File: config.mk
export PLATFORM = sky130hd
export DESIGN_NAME = change_dispenser
export DESIGN_NICKNAME = d
export VERILOG_FILES = /design/src/rtl/change_dispenser.sv
export SDC_FILE = /design/constraint.sdc
export NUM_CORES = 1
export LEC_CHECK = 0
export ABC_AREA = 1
export BUFFER_PORTS_ARGS = -buffer_cell sky130_fd_sc_hd__buf_4
export CORE_MARGIN = 5
export CORE_UTILIZATION = 50
export CTS_CLUSTER_DIAMETER = 150
export DETAILED_ROUTE_END_ITERATION = 10
export HOLD_SLACK_MARGIN = 0.12
export MAX_ROUTING_LAYER = met4
export PLACE_DENSITY = 0.71
export SKIP_LAST_GASP = 1
export SYNTH_ARGS = -nofsm -noshare
export SYNTH_HDL_FRONTEND = slang
export SYNTH_SLANG_ARGS = --single-unit
File: constraint.sdc
create_clock -name clk -period 4.65 [get_ports clk]
set_input_delay 0.465 -clock clk [delete_from_list [all_inputs] [get_ports clk]]
set_output_delay 0.465 -clock clk [all_outputs]
set_load 0.05 [all_outputs]
File: src/rtl/change_dispenser.sv
// change_dispenser
// Pays out a change amount in dimes and nickels from a tracked coin
// inventory. It drives one hopper motor at a time and waits for the
// matching drop sensor to confirm each coin before it selects the next one.
//
// Ports:
//   clk, reset                  clock; asynchronous active-high reset
//   req_valid/req_ready         request handshake
//   req_amount[N]               cents to pay, sampled on handshake
//   dime_motor, nickel_motor    hopper drives (never both high)
//   dime_sense, nickel_sense    one-cycle drop confirmations
//   refill_dime, refill_nickel  +1 coin to inventory per asserted cycle
//   dime_stock, nickel_stock    current inventory
//   owed[N]                     cents still unpaid for current/last request
//   done, short                 finish pulse; short = unpaid remainder
//   fault                       sticky hopper timeout (cleared by reset)
module change_dispenser #(
  parameter int N            = 6,
  parameter int STOCK_W      = 8,
  parameter int PULSE_CYCLES = 4,
  parameter int ACK_TIMEOUT  = 255
) (
  input  logic               clk,
  input  logic               reset,
  input  logic               req_valid,
  output logic               req_ready,
  input  logic [N-1:0]       req_amount,
  output logic               dime_motor,
  output logic               nickel_motor,
  input  logic               dime_sense,
  input  logic               nickel_sense,
  input  logic               refill_dime,
  input  logic               refill_nickel,
  output logic [STOCK_W-1:0] dime_stock,
  output logic [STOCK_W-1:0] nickel_stock,
  output logic [N-1:0]       owed,
  output logic               done,
  output logic               short,
  output logic               fault
);

  localparam int PC_W = $clog2(PULSE_CYCLES + 1);
  localparam int WC_W = $clog2(ACK_TIMEOUT + 1);

  typedef enum logic [2:0] {
    IDLE,
    SELECT,
    DRIVE,
    WAIT,
    DONE,
    FAULT
  } state_t;

  state_t             state_reg, state_next;
  logic               coin_dime_reg, coin_dime_next;  // 1 = dime selected
  logic [PC_W-1:0]    pulse_cnt_reg, pulse_cnt_next;
  logic [WC_W-1:0]    wait_cnt_reg, wait_cnt_next;
  logic [N-1:0]       owed_reg, owed_next;
  logic [STOCK_W-1:0] dime_stock_reg, dime_stock_next;
  logic [STOCK_W-1:0] nickel_stock_reg, nickel_stock_next;

  logic               sense_match;
  logic               dime_dec;
  logic               nickel_dec;
  logic [N-1:0]       amount_rem;

  // Saturating increment on refill; a simultaneous dispense cancels it.
  function automatic logic [STOCK_W-1:0] stock_update(
    input logic [STOCK_W-1:0] s,
    input logic               inc,
    input logic               dec
  );
    logic [STOCK_W-1:0] r;
    r = s;
    if (inc && !dec) begin
      if (s != {STOCK_W{1'b1}}) r = s + STOCK_W'(1);
    end else if (dec && !inc) begin
      r = s - STOCK_W'(1);
    end
    return r;
  endfunction

  assign sense_match = coin_dime_reg ? dime_sense : nickel_sense;
  assign amount_rem  = req_amount % N'(5);

  always_ff @(posedge clk or posedge reset) begin
    if (reset) begin
      state_reg        <= IDLE;
      coin_dime_reg    <= 1'b0;
      pulse_cnt_reg    <= '0;
      wait_cnt_reg     <= '0;
      owed_reg         <= '0;
      dime_stock_reg   <= '0;
      nickel_stock_reg <= '0;
    end else begin
      state_reg        <= state_next;
      coin_dime_reg    <= coin_dime_next;
      pulse_cnt_reg    <= pulse_cnt_next;
      wait_cnt_reg     <= wait_cnt_next;
      owed_reg         <= owed_next;
      dime_stock_reg   <= dime_stock_next;
      nickel_stock_reg <= nickel_stock_next;
    end
  end

  always_comb begin
    state_next     = state_reg;
    coin_dime_next = coin_dime_reg;
    pulse_cnt_next = pulse_cnt_reg;
    wait_cnt_next  = wait_cnt_reg;
    owed_next      = owed_reg;
    dime_dec       = 1'b0;
    nickel_dec     = 1'b0;

    case (state_reg)
      IDLE: begin
        if (req_valid) begin
          // Sub-nickel cents can never be paid, so drop them up front.
          owed_next  = req_amount - amount_rem;
          state_next = SELECT;
        end
      end
      SELECT: begin
        pulse_cnt_next = '0;
        wait_cnt_next  = '0;
        if (owed_reg == '0) begin
          state_next = DONE;
        end else if (owed_reg >= N'(10) && dime_stock_reg != '0) begin
          coin_dime_next = 1'b1;
          state_next     = DRIVE;
        end else if (owed_reg >= N'(5) && nickel_stock_reg != '0) begin
          coin_dime_next = 1'b0;
          state_next     = DRIVE;
        end else begin
          state_next = DONE;  // short: remaining coins cannot be paid exactly
        end
      end
      DRIVE, WAIT: begin
        if (sense_match) begin
          // Confirmation wins over pulse end and over the timeout.
          owed_next  = owed_reg - (coin_dime_reg ? N'(10) : N'(5));
          dime_dec   = coin_dime_reg;
          nickel_dec = !coin_dime_reg;
          state_next = SELECT;
        end else if (state_reg == DRIVE) begin
          if (pulse_cnt_reg == PC_W'(PULSE_CYCLES - 1)) begin
            state_next = WAIT;
          end else begin
            pulse_cnt_next = pulse_cnt_reg + PC_W'(1);
          end
        end else begin
          if (wait_cnt_reg == WC_W'(ACK_TIMEOUT - 1)) begin
            state_next = FAULT;
          end else begin
            wait_cnt_next = wait_cnt_reg + WC_W'(1);
          end
        end
      end
      DONE:    state_next = IDLE;
      FAULT:   state_next = FAULT;
      default: state_next = IDLE;
    endcase

    dime_stock_next   = stock_update(dime_stock_reg, refill_dime, dime_dec);
    nickel_stock_next = stock_update(nickel_stock_reg, refill_nickel, nickel_dec);
  end

  // Outputs decode the registered state, so an asynchronous reset drops
  // the motors immediately.
  assign req_ready    = (state_reg == IDLE);
  assign dime_motor   = (state_reg == DRIVE) && coin_dime_reg;
  assign nickel_motor = (state_reg == DRIVE) && !coin_dime_reg;
  assign done         = (state_reg == DONE);
  assign short        = done && (owed_reg != '0);
  assign fault        = (state_reg == FAULT);
  assign dime_stock   = dime_stock_reg;
  assign nickel_stock = nickel_stock_reg;
  assign owed         = owed_reg;

endmodule

# Word-level counts from Yosys, hierarchy flattened
# Index checks and enable logic that the tools add are counted.
# word_totals
regBits	37
in_bits	13
# op_classes
addsub	8
div	1
order_cmp	2
eq_ne	20
muxes	34
bitwise_logic	1
n_reduce_logical	32
# op_table
cell	n
$mux W8	9
$mux W3	11
$add A8 B1 Y8 const B	3
$ne A8 B8 Y1 const B	2
$pmux W8 S2	1
$reduce_bool A8 Y1	2
$sub A8 B1 Y8 const B	2
$ne A2 B2 Y1 const B	7
$mux W6	2
$pmux W3 S4	1
$pmux W6 S2	1
$reduce_bool A2 Y1	5
$eq A3 B2 Y1 const B	3
$logic_and A1 B1 Y1	9
$reduce_and A3 Y1	3
$eq A8 B8 Y1 const B	1
$ne A4 B4 Y1 const B	2
$reduce_and A4 Y1	2
$mux W1	7
$eq A3 B3 Y1 const B	2
$ge A6 B3 Y1 const B	1
$ge A6 B4 Y1 const B	1
$logic_not A6 Y1	1
$mod A6 B3 Y6 const B	1
other kinds (13)	19

# Logic depth before layout (Yosys ltp)
# depth
word_depth	7
depth_mapped	35

# Worst setup path after synthesis
# Ideal clock, no wire load.
# synth_path
path_type	input port to flip-flop
start	input req_amount[2]
end	register owed_reg[5], in the netlist owed[5]
setup_time_ps	118
t_arrival_ps	3774
required_ps	4532
path_slack_ps	758
path_stages	34
path_cell_list	inv_1 nand3_2 nand2_4 nand2_2 nand2_1 nand2_2 ha_1 inv_1 nand3_2 nand2_2 inv_1 nand3_1 and2_1 ha_1 inv_1 or2_2 nand2_2 nand3_4 inv_1 nor2_1 o21ai_1 ha_1 a21oi_1 inv_1 a31oi_1 nor2_1 nor2_1 o21bai_1 xor2_1 inv_1 nand4_1 nand3_1 nand2_1 nand2_1
# synth_between
elab_chain_cells	4
# synth_lines
element	line_no	rtl
from (decl)	27	input logic [N-1:0] req_amount,
$mod A6 B3 Y6	84	assign amount_rem = req_amount % N'(5);
$sub A6 B6 Y6 *	119	owed_next = req_amount - amount_rem;
$mux W6 *	117	if (req_valid) begin
$pmux W6 S2 *	115	case (state_reg)
to (signal assigned)	100	owed_reg <= owed_next;
to (decl)	58	logic [N-1:0] owed_reg, owed_next;
# Every way passes the cells marked *; elsewhere a longest branch is shown, timed or not. The select of a mux whose other input is x is not followed.
# A chain may end at the register's enable or synchronous reset.

# Worst setup path after layout
# Same ends and word-level chain as after synthesis.

==> flow_summary_export.csv <==
group,metric,value,unit
run_status,status,"complete, no violations",
flow_run,drv_cap,0,
critical_path,crit_start,"req_amount[2]",
sta,min_period,4.10,ns
floorplan,die_w,89.7,µm
critical_path,cp-end-kind,"register",
sta,fmax,244,MHz
pwr,power.leakage,1.95,nW
clock_tree,clk_latency,0.29,ns
sta,hold_violations,0,
yosys,ys.flop_type,"dfrtp_1",
routing,route.met3.wl,285,µm
yosys,synth_seq_area_share,29.1,%
sta,period_share,88.1,%
global_route,antenna_found_initial,0,
sta,slew_violations,0,
routing,highest_layer,"met4",
critical_path,critPathKind,"in -> reg",
clock_tree,post-cts-setup-buffers,0,
pwr,ir_drop,0.000455,V
pwr,cellPowerDensity,709,nW/µm²
global_route,grt_pass1_vias,2753,
clock_tree,htreeDepth,2,
sta,fin_skew,0.00624,ns
sta,slew_headroom,51.1,%
routing,vias_per_cell,5.16,
floorplan,coreArea,6280,µm²
clock_tree,cts_root_buf,"clkbuf_8",
yosys,synth.most_common_cell,"nand2_1",
yosys,synth_nets,491,
yosys,synthAdderAreaFrac,13.9,%
critical_path,startpoint_type,"primary input",
cells_and_area,final_core_util,58.5,%
yosys,muxShareOfSynthArea,0,%
placed_design,routabilityCongestion,0.883,
global_route,grt_max_degree,32,
yosys,synth_top_family_by_area,"simple AND/OR/NAND/NOR gates",
sta,rsz0062_at_grt,"false",
placed_design,dpl.cell_count,563,
hold_path,timing.hold.worst.start,"wait_cnt_reg[7]$_DFFE_PP0P_",
routing,drcViolationCount,0,
cells_and_area,syn2layout_area_growth,15.5,%
yosys,synth_top_cell_by_area,"dfrtp_1",
clock_tree,cts_tree,"done",
yosys,synth_warnings,0,
placed_design,dp.final_hpwl,5670,µm
critical_path,cpPeakStageDelay,0.28,ns
cells_and_area,final_net_count,540,
global_route,overflow,0,
yosys,synth_xor_area_share,4.41,%
routing,drt-met1-wl,3330,µm
cells_and_area,instances_no_fill,570,
floorplan,start_util,50.6,%
yosys,yosys.area_share.simple,30.7,%
routing,via_count,2943,
placed_design,placed_cell_area,3590,µm²
global_route,grt_use_total,18.0,%
critical_path,critPathMaxFanout,7,
yosys,syn_area_per_cell,7.14,µm²
cells_and_area,design_area,3670,µm²
clock_tree,clock_path_buffers,2,
yosys,synth-edff-count,0,
routing,wl,6980,µm
cells_and_area,diodes,0,
sta,tightest_slew,0.733,ns
yosys,yosys-top-cells-area,"dfrtp_1 (29%), ha_1 (11%), nand2_1 (11%)",
routing,wl_met2,3310,µm
routing,final_antenna_net_count,0,
critical_path,cp.arrival,4.27,ns
yosys,synth_cells,445,
yosys,synth_cell_type_count,37,
global_route,grt_pass1_wl,12200,µm
critical_path,crit_family,"simple AND/OR/NAND/NOR gates",
floorplan,rows,29,
cells_and_area,drive_above_1_share,16.4,%
floorplan,die_area,8050,µm²
clock_tree,cts_buffers,5,
yosys,synth.top_cell.area_share,29.1,%
yosys,ys_seq_elements,37,
floorplan,die_h,89.7,µm
clock_tree,cts_hold_buf,1,
routing,wire_per_inst,12.2,µm
critical_path,r2r_start,"state_reg[1]$_DFFE_PP0P_",
sta,finalSetupViolCount,0,
critical_path,crit_slowest_cell,"ha_1",
critical_path,worstPathRequired,4.83,ns
sta,setup_slack,0.555,ns
floorplan,io_pins,41,
hold_path,hold_path.class,"reg -> reg",
clock_tree,ctsResizeCount,0,
yosys,synth_compound_area_share,12.6,%
critical_path,crit_buf_inv,8,
critical_path,path_common_cell,"inv_1",
cells_and_area,nFillCells,607,
clock_tree,clkTransAtPathRegs,0.07,ns
sta,final.setup.tns,0,ns
routing,drt_first_pass_iters,4,
placed_design,dpl_worst_slack,0.284,ns
yosys,synth-async-reset-ratio,100,%
yosys,synth.cell_area,3180,µm²
placed_design,portBuffers,40,
clock_tree,cts_sinks,37,
routing,detail_route.iter0.violations,119,
yosys,synth_common_cells,"nand2_1 (95), inv_1 (70), nor2_1 (44)",
-- placed cells by master (no fill, tap or decap), types with 2 or more instances in the layout --
cell type,instances
or3_1,2
nor2_4,4
nor2_2,2
nand2_2,9
o21ai_0,30
inv_2,6
o21ai_1,2
nand3_2,3
dfrtp_1,37
nand3_1,23
nor2_1,44
ha_1,29
nand2_1,95
inv_1,70
clkbuf_8,5
fa_1,4
a31oi_1,4
o211ai_1,2
xor2_1,11
xnor2_1,5
o21bai_1,3
nor4_1,2
or2_2,4
buf_4,43
a21oi_1,25
nand4_1,6
o31ai_1,2
nor3_1,9
-- worst paths after layout --
kind / end / slack [ns] / cells after the start
max: owed[5]$_DFFE_PP0P_ / 0.55 / 35
min: wait_cnt_reg[7]$_DFFE_PP0P_ / 0.47 / 1
max in group asynchronous: owed[5]$_DFFE_PP0P_ / 3.30 / 4
max reg2reg: nickel_stock[7]$_DFFE_PP0P_ / 1.83 / 20
min reg2reg: wait_cnt_reg[7]$_DFFE_PP0P_ / 0.47 / 1
min in group asynchronous: dime_stock[4]$_DFFE_PP0P_ / 0.65 / 3
-- through the flow --
stage | hold slack (ns) | total power, mW
global route | 0.479 | 2.87
detailed placement | 0.410 | 2.41
CTS | 0.473 | 2.63
global placement | 0.409 | 2.37
finish | 0.472 | 2.60
floorplan | 0.434 | 1.96
-- report_power, final --
group / internal, mW / leakage [nW] / switching, mW
combinational: 0.612 / 1.45 / 1.14
clock: 0.0987 / 0.0399 / 0.111
sequential: 0.458 / 0.463 / 0.178
-- worst register-to-register path, cell delays in order (launching register included) --
cell	delay, ns
dfrtp_1	0.38
inv_1	0.09
nor2_4	0.21
inv_2	0.17
o21ai_0	0.17
buf_4	0.18
ha_1	0.24
nand2_1	0.06
nand2_1	0.05
a21oi_1	0.12
inv_1	0.07
nand2_1	0.07
nand2_1	0.05
a21oi_1	0.16
nor2_1	0.06
inv_1	0.06
nand2_1	0.06
a21oi_1	0.15
or2_2	0.13
nand3_1	0.07
xor2_1	0.15
-- cell type report --
| class | count | area [µm²] | share of cell area [%] |
|---|---|---|---|
| clock buffers | 5 | 68.8 | 1.87 |
| well taps | 77 | 96.3 | 2.62 |
| clock inverters | 1 | 5.00 | 0.136 |
| inverters | 76 | 285 | 7.77 |
| multi-input cells | 330 | 1960 | 53.3 |
| flip-flops and latches | 37 | 926 | 25.2 |
| repair buffers | 44 | 333 | 9.06 |
-- cell families after synthesis --
group / after synthesis
simple gates: 209
xor+xnor: 16
buf+inv: 78
fa+ha+maj: 33
compound gates: 72
flops: 37
-- metal layers --
metal / vias up / global-route usage [%]
li1: 1536 / -
met3: 6 / 3.09
met5: - / -
met4: 0 / 3.53
met2: 52 / 29.4
met1: 1349 / 23.5
No activity file was read; power rests on OpenSTA's default activity.
